==> src/rtl/sb_pkg.sv <==
// sb_pkg: framing constants, arbiter state type and the round-robin successor helper.
package sb_pkg;

  localparam logic [7:0] SB_DLE = 8'hFE;
  localparam logic [7:0] SB_STX = 8'h05;
  localparam logic [7:0] SB_ETX = 8'h40;

  typedef enum logic [2:0] {
    IDLE,
    HDR_DLE,
    HDR_STX,
    PAYLOAD,
    STUFF,
    TRL_DLE,
    TRL_ETX,
    GAP
  } sb_arb_state_t;

  // Next round-robin start after a grant to 'win'; requester 0 is outside the ring.
  function automatic int unsigned rr_succ(input int unsigned win, input int unsigned nreq);
    return (win + 1 >= nreq) ? 1 : win + 1;
  endfunction

endpackage

==> src/rtl/sb_rr_arbiter.sv <==
// sb_rr_arbiter: combinational pick; requester 0 has fixed priority, the rest round-robin from rr_ptr.
module sb_rr_arbiter #(
  parameter int unsigned NREQ = 3,
  parameter int unsigned IDW  = 2
) (
  input  logic [NREQ-1:0] req,
  input  logic [IDW-1:0]  rr_ptr,
  output logic [NREQ-1:0] onehot,
  output logic [IDW-1:0]  id,
  output logic            any
);

  logic           found;
  logic [IDW-1:0] idx;

  // Scan 1..NREQ-1 starting at rr_ptr, first requester found wins
  always_comb begin
    onehot = '0;
    id     = '0;
    found  = 1'b0;
    idx    = '0;
    any    = |req;
    if (req[0]) begin
      onehot[0] = 1'b1;
    end else begin
      for (int unsigned k = 0; k < NREQ - 1; k++) begin
        idx = IDW'(((32'(rr_ptr) + k - 1) % (NREQ - 1)) + 1);
        if (!found && req[idx]) begin
          found       = 1'b1;
          onehot[idx] = 1'b1;
          id          = idx;
        end
      end
    end
  end

endmodule

==> src/rtl/sb_tx_arbiter.sv <==
// sb_tx_arbiter: shares the sideband byte transmit path between NREQ requesters, framing each
// transaction as DLE STX <payload> DLE ETX followed by a forced idle gap.
// Optional feature macro: SB_DLE_STUFF_EN (payload DLE bytes are emitted twice).
module sb_tx_arbiter
  import sb_pkg::*;
#(
  parameter int unsigned NREQ    = 3,
  parameter int unsigned MAX_LEN = 16,
  parameter int unsigned GAP_CYC = 2,
  localparam int unsigned IDW    = (NREQ > 1) ? $clog2(NREQ) : 1
) (
  input  logic              sb_clk,
  input  logic              rst,
  input  logic              sb_tx_disable,
  input  logic [NREQ-1:0]   req_valid,
  input  logic [8*NREQ-1:0] req_data,
  input  logic [NREQ-1:0]   req_last,
  output logic [NREQ-1:0]   req_ready,
  output logic [7:0]        tx_data,
  output logic              tx_valid,
  input  logic              tx_ready,
  output logic [IDW-1:0]    grant_id,
  output logic              busy,
  output logic              len_err
);

  localparam int unsigned CW = $clog2(MAX_LEN + 1);
  localparam int unsigned GW = (GAP_CYC > 1) ? $clog2(GAP_CYC) : 1;

  sb_arb_state_t   state, state_nxt;
  logic [NREQ-1:0] grant_oh, grant_oh_nxt, win_oh;
  logic [IDW-1:0]  grant_id_nxt, win_id, rr_ptr, rr_nxt;
  logic            win_any;
  logic [CW-1:0]   cnt, cnt_nxt, cnt_inc;
  logic [GW-1:0]   gap_cnt, gap_nxt;
  logic [7:0]      tx_data_nxt, cur_data;
  logic            tx_valid_nxt, busy_nxt, len_err_nxt;
  logic            load, grant_ok, cur_valid, cur_last, take, trunc, close_req;
`ifdef SB_DLE_STUFF_EN
  logic            stuff_end, stuff_end_nxt;
`endif

  sb_rr_arbiter #(.NREQ(NREQ), .IDW(IDW)) u_pick (
    .req    (req_valid),
    .rr_ptr (rr_ptr),
    .onehot (win_oh),
    .id     (win_id),
    .any    (win_any)
  );

  // Byte currently offered by the owner of the frame
  always_comb begin
    cur_data = '0;
    for (int unsigned i = 0; i < NREQ; i++) begin
      if (grant_oh[i]) cur_data = cur_data | req_data[8*i +: 8];
    end
  end

  assign load      = !tx_valid || tx_ready;
  assign cur_valid = |(req_valid & grant_oh);
  assign cur_last  = |(req_last & grant_oh);
  assign take      = (state == PAYLOAD) && load && cur_valid;
  assign cnt_inc   = cnt + CW'(1);
  assign trunc     = take && !cur_last && (cnt_inc == CW'(MAX_LEN));
  assign close_req = cur_last || trunc || sb_tx_disable;
  assign grant_ok  = (state == IDLE) && !sb_tx_disable && win_any;
  assign req_ready = grant_oh & {NREQ{take && !rst}};

  // State register
  always_ff @(posedge sb_clk) begin
    if (rst) state <= IDLE;
    else     state <= state_nxt;
  end

  // Next-state: each emit state advances when its byte enters the output register
  always_comb begin
    state_nxt = state;
    case (state)
      IDLE:    if (grant_ok) state_nxt = HDR_DLE;
      HDR_DLE: if (load) state_nxt = sb_tx_disable ? TRL_DLE : HDR_STX;
      HDR_STX: if (load) state_nxt = sb_tx_disable ? TRL_DLE : PAYLOAD;
      PAYLOAD: begin
        if (load) begin
          if (cur_valid) begin
`ifdef SB_DLE_STUFF_EN
            if (cur_data == SB_DLE) state_nxt = STUFF;
            else
`endif
            if (close_req) state_nxt = TRL_DLE;
          end else if (sb_tx_disable) begin
            state_nxt = TRL_DLE;
          end
        end
      end
`ifdef SB_DLE_STUFF_EN
      STUFF:   if (load) state_nxt = (stuff_end || sb_tx_disable) ? TRL_DLE : PAYLOAD;
`endif
      TRL_DLE: if (load) state_nxt = TRL_ETX;
      TRL_ETX: if (load) state_nxt = (GAP_CYC == 0) ? IDLE : GAP;
      GAP:     if (!tx_valid && (gap_cnt == GW'(GAP_CYC - 1))) state_nxt = IDLE;
      default: state_nxt = IDLE;
    endcase
  end

  // Output/datapath next values: output register load, grant capture, counters
  always_comb begin
    tx_data_nxt  = tx_data;
    tx_valid_nxt = tx_valid;
    grant_id_nxt = grant_id;
    grant_oh_nxt = grant_oh;
    rr_nxt       = rr_ptr;
    cnt_nxt      = cnt;
    gap_nxt      = gap_cnt;
    len_err_nxt  = 1'b0;
`ifdef SB_DLE_STUFF_EN
    stuff_end_nxt = stuff_end;
`endif
    if (load) tx_valid_nxt = 1'b0;
    case (state)
      IDLE: begin
        cnt_nxt = '0;
        gap_nxt = '0;
        if (grant_ok) begin
          grant_id_nxt = win_id;
          grant_oh_nxt = win_oh;
          rr_nxt       = IDW'(rr_succ(32'(win_id), NREQ));
        end
      end
      HDR_DLE, TRL_DLE: begin
        if (load) begin
          tx_data_nxt  = SB_DLE;
          tx_valid_nxt = 1'b1;
        end
      end
      HDR_STX: begin
        if (load) begin
          tx_data_nxt  = SB_STX;
          tx_valid_nxt = 1'b1;
        end
      end
      PAYLOAD: begin
        if (take) begin
          tx_data_nxt  = cur_data;
          tx_valid_nxt = 1'b1;
          cnt_nxt      = cnt_inc;
          len_err_nxt  = trunc;
`ifdef SB_DLE_STUFF_EN
          stuff_end_nxt = close_req;
`endif
        end
      end
`ifdef SB_DLE_STUFF_EN
      STUFF: begin
        if (load) begin
          tx_data_nxt  = SB_DLE;
          tx_valid_nxt = 1'b1;
        end
      end
`endif
      TRL_ETX: begin
        if (load) begin
          tx_data_nxt  = SB_ETX;
          tx_valid_nxt = 1'b1;
        end
      end
      GAP: begin
        if (!tx_valid) gap_nxt = gap_cnt + GW'(1);
      end
      default: ;
    endcase
    busy_nxt = (state_nxt != IDLE);
  end

  // Registered outputs and bookkeeping
  always_ff @(posedge sb_clk) begin
    if (rst) begin
      tx_data  <= '0;
      tx_valid <= 1'b0;
      grant_id <= '0;
      grant_oh <= '0;
      rr_ptr   <= IDW'(1);
      cnt      <= '0;
      gap_cnt  <= '0;
      busy     <= 1'b0;
      len_err  <= 1'b0;
`ifdef SB_DLE_STUFF_EN
      stuff_end <= 1'b0;
`endif
    end else begin
      tx_data  <= tx_data_nxt;
      tx_valid <= tx_valid_nxt;
      grant_id <= grant_id_nxt;
      grant_oh <= grant_oh_nxt;
      rr_ptr   <= rr_nxt;
      cnt      <= cnt_nxt;
      gap_cnt  <= gap_nxt;
      busy     <= busy_nxt;
      len_err  <= len_err_nxt;
`ifdef SB_DLE_STUFF_EN
      stuff_end <= stuff_end_nxt;
`endif
    end
  end

endmodule
==> config.mk <==
export PLATFORM = sky130hd
export DESIGN_NAME = sb_tx_arbiter
export DESIGN_NICKNAME = d
export VERILOG_FILES = /design/src/rtl/sb_pkg.sv /design/src/rtl/sb_rr_arbiter.sv /design/src/rtl/sb_tx_arbiter.sv
export SDC_FILE = /design/constraint.sdc
export NUM_CORES = 1
export LEC_CHECK = 0
export CAP_MARGIN = 10
export CORE_UTILIZATION = 25
export DETAILED_ROUTE_END_ITERATION = 10
export GPL_ROUTABILITY_DRIVEN = 1
export PLACE_DENSITY = 0.54
export SETUP_SLACK_MARGIN = 0.2
export SLEW_MARGIN = 20
export SYNTH_ARGS = -nofsm -noshare
export SYNTH_HDL_FRONTEND = slang
export SYNTH_SLANG_ARGS = --single-unit
==> constraint.sdc <==
create_clock -name sb_clk -period 4.6 [get_ports sb_clk]
set_input_delay 0.92 -clock sb_clk [delete_from_list [all_inputs] [get_ports sb_clk]]
set_output_delay 0.92 -clock sb_clk [all_outputs]
set_load 0.005 [all_outputs]
# After elaboration in Yosys (flattened, before gate mapping)
# Cells that the tools add are included.
word_totals:
  regBits: 26
  out_inout_bits: 16
op_classes:
  n_addsub: 8
  order_cmp: 5
  eq_ne: 12
  muxes: 48
  bitwise: 8
  reduce_logical: 34
ops:
  columns: ["op", "count"]
  rows:
  - ["8-bit two-way mux", 7]
  - ["3-bit two-way mux", 15]
  - ["8-bit case mux with 4 select lines", 1]
  - ["3-bit case mux with 7 select lines", 1]
  - ["8-bit OR", 2]
  - ["1-bit two-way mux", 12]
  - ["3-bit OR reduction", 4]
  - ["1-bit logical AND", 11]
  - ["2-bit != test (second input constant)", 5]
  - ["5-bit case mux with 2 select lines", 1]
  - ["3-bit bitwise AND", 3]
  - ["3-bit equality test (second input constant)", 3]
  - ["2-bit two-way mux", 4]
  - ["3-bit by 2-bit equality test with 1-bit output (second input constant)", 2]
  - ["2-bit by 3-bit < comparator with 1-bit output (second input constant)", 2]
  - ["2-bit AND reduction", 3]
  - ["5-bit by 1-bit adder with 5-bit output (second input constant)", 1]
  - ["5-bit equality test (second input constant)", 1]
  - ["1-bit zero test", 5]
  - ["5-bit two-way mux", 1]
  - ["5-bit AND reduction", 1]
  - ["1-bit by 1-bit adder with 2-bit output (second input constant)", 2]
  - ["1-bit binary-select mux with 2-bit select", 2]
  - ["1-bit demux with 2-bit select", 2]
  - ["other kinds (16)", 24]

# Depth between registers and ports, before layout
# Gate-level depths: netlist of the first run.
depth:
  ltp_word: 13
  ltp_mapped: 9

# Hierarchy
# A second synthesis of the first run with hierarchy kept.
hier_totals:
  hier_cells: 185
  hier_area_um2: 1564.0
modules_own_cells:
  columns: ["module", "instances", "cells_each", "area_each_um2"]
  rows:
  - ["sb_tx_arbiter", 1, 177, 1507.7]
  - ["sb_rr_arbiter", 1, 8, 56.3]

# Least setup slack after synthesis of the first run
# OpenSTA, ideal clock, no wires.
synth_path:
  path_type: "input-to-output"
  start: "input port req_valid[0]"
  end: "output port req_ready[0]"
  arrival_time_ns: 1.926
  required_time_ns: 3.680
  path_slack_ns: 1.754
  path_stages: 3
  path_buffers: 0
  path_cell_list: "a222oi_1 -> nor3_4 -> and3_1"
synth_via:
  elab_chain_len: 5
synth_rtl:
  columns: ["item", "line_no", "source"]
  rows:
  - ["start: declaration", "sb_tx_arbiter.sv:15", "input logic [NREQ-1:0] req_valid,"]
  - ["3-bit bitwise AND", "sb_tx_arbiter.sv:60", "assign cur_valid = |(req_valid & grant_oh);"]
  - ["3-bit OR reduction", "sb_tx_arbiter.sv:60", null]
  - ["1-bit logical AND", "sb_tx_arbiter.sv:62", "assign take = (state == PAYLOAD) && load && cur_valid;"]
  - ["1-bit logical AND", "sb_tx_arbiter.sv:67", "assign req_ready = grant_oh & {NREQ{take && !rst}};"]
  - ["3-bit bitwise AND", "sb_tx_arbiter.sv:67", null]
  - ["end: declaration", "sb_tx_arbiter.sv:18", "output logic [NREQ-1:0] req_ready,"]
# Every way passes these cells.

# Worst setup path after layout of the first run
layout_path:
  start: "input port req_valid[0]"
  end: "output port req_ready[2]"
# Same word-level chain as after synthesis.

==> qor.txt, run 1 <==
Status: finished, final reports clean
Most frequent cell after synthesis: dfxtp_1
Synthesis-to-layout area growth: 38.6%
Die Y: 81.7 um
Pins Over Slew Limit: 0
Overall Power: 0.908 mW
DRC: 0
Max stage delay on crit path: 560 ps
Pwr per Cell Area: 413 nW/um^2
Fraction of layout cells with a size suffix above 1: 6.38%
Io pins: 50
Initial antenna violation count: 0
Synth Cell Area: 1590 um^2
Delay-heaviest family, CP: buffers and inverters
Hold Violations, Final: 0
Yosys reg bits: 26
Final Critical Period: 3740 ps
Startpoint types: input pin
CP bufs+invs: 3
Initial Util: 26.3%
Drt wl/cell: 13.4 um
DIE AREA: 6670 um^2
Critical path class: in2out
Max-slew headroom: 65.8%
Synth cell types: 46
Post-synth top area cell: dfxtp_1
Crit-path slowest cell: clkdlybuf4s50_1
Die X-Extent: 81.7 um
Async SR Flop Fraction: 0%
Vias in the first global route: 1,393
First-pass GRT wire length: 6730 um
Cell Chain, Critical Path: clkdlybuf4s50_1 -> a222oi_1 -> buf_4 -> nor3_4 -> and3_1 -> clkdlybuf4s50_1
Core Rows: 28
Post-Synthesis Cells: 191
Clk sinks: 26
CP dominant cell by count: clkdlybuf4s50_1
Worst path arrival time: 2820 ps
CTS Buf Count: 3
Worst EP required: 3680 ps
All-Layer GR Usage: 12.9%
Top cell type's share of synthesized area: 32.8%
CP Capture Type: output pin
Leak Pwr: 0.792 nW
Synth Area per Inst: 8.31 um^2
DRT Pass-1 Iters: 4
Post-synthesis sequential area ratio: 32.8%
H-tree levels: 1
Maximum VDD drop: 0.233 mV
Core outline area: 6030 um^2
# diodes: 0
Clock Latency Late Sink: 270 ps
RSZ-0062 raised after global routing: no
Final setup vio count: 0
Post-CTS resize count: 0
Clock skew: 2.51 ps
Largest net degree at the start of global routing: 22
Clock Path Buffers: 2
Synth top area cells: dfxtp_1 33%, a21oi_1 7.6%, ha_1 5.5%
Setup tns final: 0 ps
Synth Net Count: 232
Final cycle utilization of the critical path: 81.3%
Dpl hpwl: 3120 um
Nets: 277
Initial DRC count: 111
Port bufs: 49
Aggregate routed wire length: 4170 um
Root Buffer: clkbuf_8
EDFF count, synth: 0
Worst Max-Slew Pin Slew: 509 ps
DR vias/cell: 4.92
Fmax: 267 MHz
Gr ovfl total: 0
Worst Hold Slack: 470 ps
Via count: 1,524
Synth top cells by count: 26 x dfxtp_1, 24 x a21oi_1, 19 x nor2_1
Post-CTS setup buffer count: 0
GP Congestion: 0.829
Crit path max fanout: 7
Synth Flop Type: dfxtp_1
Cts hold-fix bufs: 0
TritonCTS clock tree: yes
Max-cap viol count: 0
Worst-path clk slew: 90 ps
Synth warnings: 0
Detail Route Antenna Nets: 0
Worst Hold Class: reg2reg
state kept, by name, summed over array words and instances, names as in the netlist:
signal and flops:
busy 1, cnt 5, gap_cnt 1, grant_id 2
grant_oh 3, len_err 1, rr_ptr 1, state 3
tx_data 8, tx_valid 1
routing by layer:
layer	part of all wire [%]	up-vias	GRT usage, %	wire length [um]
li1	-	790	-	-
met1	48	692	17.2	1980
met2	46	40	20.8	1930
met3	5.4	2	3.56	226
met4	0.65	0	2.63	27
met5	0	-	0	0
worst paths after layout:
path,start,end,slack [ps],cells past startpoint
setup / recovery,req_valid[0],req_ready[2],860,6
hold / removal,grant_id[0],grant_id[0],470,2
setup reg to reg,state[1],cnt[4],2340,6
hold reg to reg,grant_id[0],grant_id[0],470,2
report_power, final:
| group | switching [mW] | internal, mW | total, mW |
|---|---|---|---|
| combinational | 0.189 | 0.213 | 0.403 |
| sequential | 0.0406 | 0.274 | 0.315 |
| clock | 0.0744 | 0.116 | 0.191 |
logic make-up (layout without fill, tap and decap cells):
logic type | Yosys count | in the layout | synth area share, %
AO/OA/AOI/OAI | 65 | 65 | 28.2
AND/OR/NAND/NOR | 65 | 65 | 22.0
flip-flops | 26 | 26 | 32.8
buffers and inverters | 18 | 62 | 5.28
multiplexers | 8 | 8 | 5.12
adder cells (fa/ha/maj) | 7 | 7 | 5.52
XOR/XNOR | 2 | 2 | 1.10
stage by stage:
stage | setup WS [ps] | cell area (um^2) | util, % | std cells
final | 861 | 2200 | 36.5 | 310
after floorplan | 1750 | 1590 | - | 191
after CTS | 854 | 2200 | 36.5 | 310
after global placement | 897 | 2130 | 35.3 | 306
after detailed placement | 862 | 2130 | 35.3 | 306
after global routing | 735 | 2200 | 36.5 | 310
cell usage in the layout, fill, tap and decap left out, types with 4 or more instances in the layout:
| cell | count |
|---|---|
| mux2i_1 | 7 |
| clkdlybuf4s50_1 | 49 |
| a211oi_1 | 4 |
| nor2_1 | 19 |
| nand2b_1 | 5 |
| ha_1 | 7 |
| a21oi_1 | 24 |
| or3_1 | 4 |
| dfxtp_1 | 26 |
| o21ai_0 | 8 |
| inv_1 | 7 |
| a22oi_1 | 7 |
| nand3_1 | 5 |
| nand2_1 | 13 |
cell type report:
type | instances | area (um^2)
Fill cell | 667 | 3820
Multi-Input combinational cell | 147 | 983
Sequential cell | 26 | 520
Timing Repair Buffer | 51 | 505
Tap cell | 75 | 93.8
Clock buffer | 3 | 41.3
Clock inverter | 1 | 30.0
Inverter | 7 | 26.3
worst min-delay path, delay by kind of cell (launching register included):
kind | cells | cell delay (ps)
flops | 1 | 320
compound gates | 1 | 50
simple gates | 1 | 50
No activity file was read; power rests on OpenSTA's default activity.
==> run 2: changes to the inputs <==
- PLACE_DENSITY: 0.54 -> 0.56
- clock period: 4.6 -> 3.2 ns (I/O delays scaled with it)
==> qor.txt, run 2 (synthesized netlist as in run 1, its figures left out) <==
Aggregate routed wire length: 4310 um
DR vias/cell: 4.97
Combinational share of power: 47.4%
Overall Power: 1.27 mW
Largest net degree at the start of global routing: 21
Clock skew: 5.14 ps
Fmax: 345 MHz
DP Area: 2160 um^2
Maximum VDD drop: 0.268 mV
Port bufs: 49
Clock Path Buffers: 2
Clk sinks: 26
Initial DRC count: 71
Power share of the clock group: 17.6%
Crit path max fanout: 4
Pins Over Slew Limit: 0
Fin worst setup slack: 299 ps
Worst reg-to-reg path cell count: 7
Core Rows: 28
Final Critical Period: 2900 ps
Max stage delay on crit path: 500 ps
Gr ovfl total: 0
H-tree levels: 1
Crit-path slowest cell: clkdlybuf4s50_1
Io pins: 50
RSZ-0062 raised after global routing: no
DRT Pass-1 Iters: 4
Regs by FF count: tx_data (8), cnt (5)
Dpl hpwl: 3290 um
Drt wl/cell: 13.7 um
Final Non-Filler Cells: 315
Cts hold-fix bufs: 0
Max-cap viol count: 0
Hold Path Depth: 2
Initial antenna violation count: 0
CP Capture Type: output pin
Via count: 1,566
Final instance area: 2240 um^2
Pwr per Cell Area: 570 nW/um^2
Delay-heaviest family, CP: buffers and inverters
Max-slew headroom: 68.7%
Final cycle utilization of the critical path: 90.7%
Placed cells: 310
Root Buffer: clkbuf_8
CP bufs+invs: 3
Synthesis-to-layout area growth: 40.8%
Clock Latency Late Sink: 280 ps
Most frequent cells in the layout: 47 x clkdlybuf4s50_1, 26 x dfxtp_1, 24 x a21oi_1
RR Startpoint: state[1]
Worst Max-Slew Pin Slew: 466 ps
Worst R2R End: busy
DIE AREA: 6670 um^2
First-pass GRT wire length: 7170 um
Worst path arrival time: 2260 ps
GP Congestion: 0.902
CTS Buf Count: 3
Post-Place Setup Slack: 147 ps
# diodes: 0
CP endpoint: req_ready[2]
WP depth: 6
Worst Hold Class: reg2reg
Fillcell total: 654
Internal power: 0.819 mW
Fraction of layout cells with a size suffix above 1: 8.75%
Die Y: 81.7 um
DRC: 0
Worst-path clk slew: 90 ps
Max FFs per register: 8
Cell Chain, Critical Path: clkdlybuf4s50_1 -> a222oi_1 -> buf_4 -> nor3_4 -> and3_1 -> clkdlybuf4s50_1
Critical path class: in2out
Sw Pwr: 0.456 mW
Reg2reg setup slack: 1050 ps
Worst EP required: 2560 ps
Hold Violations, Final: 0
Detail Route Antenna Nets: 0
Final setup vio count: 0
Startpoint types: input pin
Setup tns final: 0 ps
Worst Setup SP: req_valid[2]
CP dominant cell by count: clkdlybuf4s50_1
Commonest non-fill, non-tap cell in the layout: clkdlybuf4s50_1
Vias in the first global route: 1,493
Leak Pwr: 0.819 nW
Reg with most FFs: tx_data
Nets: 282
All-Layer GR Usage: 13.8%
Core outline area: 6030 um^2
Sequential share of power: 35.0%
Die X-Extent: 81.7 um
Initial Util: 26.3%
Sw Share: 35.8%
Status: finished, final reports clean
TritonCTS clock tree: yes
==> run 2: final cells by class <==
| cell class | instances | area (um^2) | area share, % |
|---|---|---|---|
| inverters | 7 | 26.3 | 1.18 |
| clock buffers | 4 | 55.1 | 2.46 |
| flip-flops and latches | 26 | 520 | 23.3 |
| multi-input cells | 147 | 996 | 44.5 |
| well taps | 75 | 93.8 | 4.20 |
| repair buffers | 56 | 544 | 24.3 |
==> run 2: layer usage <==
metal  track usage (%)  vias to the layer above  wire (um)
met3              3.11                        5        196
li1                  -                      799          -
met2              22.1                       38       2010
met1              19.2                      724       2080
met5                 0                        -          0
met4              2.28                        0         25
==> run 2: repair_timing <==
action | CTS | global route
gates resized for setup | 1 | 3
pin swaps | 1 | 1
endpoints found under the setup margin | 3 | 3
buffers inserted | 1 | 0
==> run 2: tightest hold or removal path, cell delays in order (launching register included) <==
cell	delay, ps
dfxtp_1	320
nand2_1	50
a21oi_1	60
==> run 2: worst min-delay path by stage <==
stage / startpoint / to / slack [ps]
floorplan: grant_id[0] / grant_id[0] / 450
global placement: grant_id[0] / grant_id[0] / 450
detailed placement: grant_id[0] / grant_id[0] / 450
CTS: grant_id[0] / grant_id[0] / 480
global route: grant_id[1] / grant_id[1] / 520
finish: grant_id[0] / grant_id[0] / 470
==> run 2: metrics by stage <==
step | hold WS, ps | util, %
floorplan | 453 | -
global placement | 450 | 35.8
detailed placement | 453 | 35.8
CTS | 476 | 36.9
global route | 517 | 37.1
finish | 471 | 37.1
==> run 2: power by group through the flow <==
stage               combinational (mW)  clock [mW]  sequential, mW
floorplan                        0.367           0           0.443
global placement                 0.602           0           0.448
detailed placement               0.603           0           0.448
CTS                              0.607       0.228           0.442
global route                     0.666       0.242           0.457
finish                           0.605       0.224           0.446
==> run 3: changes to the inputs <==
- SKIP_CTS_REPAIR_TIMING: not set -> 1
==> qor.txt, run 3 (synthesized netlist as in run 1, its figures left out) <==
Core Rows: 28
Fraction of layout cells with a size suffix above 1: 9.13%
CTS Buf Count: 3
Port bufs: 49
Fmax: 346 MHz
Clock Path Buffers: 2
Final cycle utilization of the critical path: 90.3%
Worst Hold Class: reg2reg
Initial Util: 26.3%
Worst EP required: 2560 ps
Post-Place Setup Slack: 147 ps
Root Buffer: clkbuf_8
Via count: 1,581
Io pins: 50
Clk sinks: 26
Fin worst setup slack: 310 ps
Maximum VDD drop: 0.267 mV
Clock Latency Late Sink: 280 ps
Worst-path clk slew: 90 ps
Nets: 283
Dpl hpwl: 3290 um
Fillcell total: 654
CP Capture Type: output pin
Sw Share: 35.6%
Leak Pwr: 0.831 nW
Crit path max fanout: 4
Setup tns final: 0 ps
Aggregate routed wire length: 4270 um
DRT Pass-1 Iters: 4
# diodes: 0
Pwr per Cell Area: 567 nW/um^2
Combinational share of power: 47.5%
First-pass GRT wire length: 7160 um
GP Congestion: 0.902
Pins Over Slew Limit: 0
RSZ-0062 raised after global routing: no
Worst path arrival time: 2250 ps
DIE AREA: 6670 um^2
Synthesis-to-layout area growth: 41.5%
Largest net degree at the start of global routing: 21
Drt wl/cell: 13.5 um
All-Layer GR Usage: 13.8%
Clock skew: 3.27 ps
DR vias/cell: 5.00
Initial antenna violation count: 0
Sw Pwr: 0.454 mW
Final Critical Period: 2890 ps
Gr ovfl total: 0
Max-slew headroom: 68.8%
Die Y: 81.7 um
Regs by FF count: tx_data (8), cnt (5)
Final setup vio count: 0
Max-cap viol count: 0
Max FFs per register: 8
Critical path class: in2out
Hold Violations, Final: 0
TritonCTS clock tree: yes
H-tree levels: 1
Status: finished, final reports clean
DRC: 0
Startpoint types: input pin
Sequential share of power: 35.1%
Commonest non-fill, non-tap cell in the layout: clkdlybuf4s50_1
Reg with most FFs: tx_data
Detail Route Antenna Nets: 0
Internal power: 0.821 mW
Vias in the first global route: 1,486
Initial DRC count: 63
Power share of the clock group: 17.4%
Worst Max-Slew Pin Slew: 463 ps
Core outline area: 6030 um^2
Most frequent cells in the layout: 47 x clkdlybuf4s50_1, 26 x dfxtp_1, 24 x a21oi_1
Die X-Extent: 81.7 um
-- run 3: cell types whose count changed in the layout (fill, tap and decap cells not counted) --
cell	before	now
buf_4	7	8
dlygate4sd2_1	1	0
dlymetal6s2s_1	1	2
-- run 3: path summary, 6_finish.rpt --
check | from | cells after the start | slack (ps) | to
worst max register to register | state[1] | 7 | 1070 | busy
worst max-delay path | req_valid[2] | 6 | 310 | req_ready[2]
worst min register to register | grant_id[0] | 2 | 470 | grant_id[0]
worst min-delay path | grant_id[0] | 2 | 470 | grant_id[0]
-- run 3: critical path, cell delays in order --
cell,delay (ps)
clkdlybuf4s50_1,500
a222oi_1,80
buf_4,170
nor3_4,190
and3_1,170
clkdlybuf4s50_1,490
-- run 3: layout make-up --
cell class	count	area, um^2	share of cell area [%]
clock buffer	4	55.1	2.45
inverter	7	26.3	1.17
multi-input combinational	147	996	44.3
sequential	26	520	23.2
tap	75	93.8	4.18
timing repair buffer	57	556	24.7
-- run 3: stage by stage --
stage	area [um^2]	power (mW)	utilization [%]	hold slack (ps)	instances
CTS	2210	1.28	36.8	476	314
detailed placement	2160	1.05	35.8	453	310
global placement	2160	1.05	35.8	450	310
finish	2250	1.27	37.3	471	316
floorplan	1590	0.810	-	453	191
global route	2250	1.37	37.3	517	316
-- run 3: power groups by stage --
stage	clock, mW	combinational (mW)	sequential (mW)
2_1_floorplan	0	0.367	0.443
3_3_place_gp	0	0.602	0.448
3_5_place_dp	0	0.603	0.448
4_1_cts	0.228	0.605	0.442
5_1_grt	0.242	0.669	0.457
6_report	0.222	0.606	0.447
-- run 3: per-layer routing --
layer / part of all wire (%) / vias to the layer above / wire length (um) / GRT usage (%)
li1: - / 804 / - / -
met1: 49 / 735 / 2090 / 19.2
met4: 0.58 / 0 / 25 / 2.28
met2: 46 / 37 / 1970 / 22.0
met3: 4.4 / 5 / 188 / 3.11
met5: 0 / - / 0 / 0
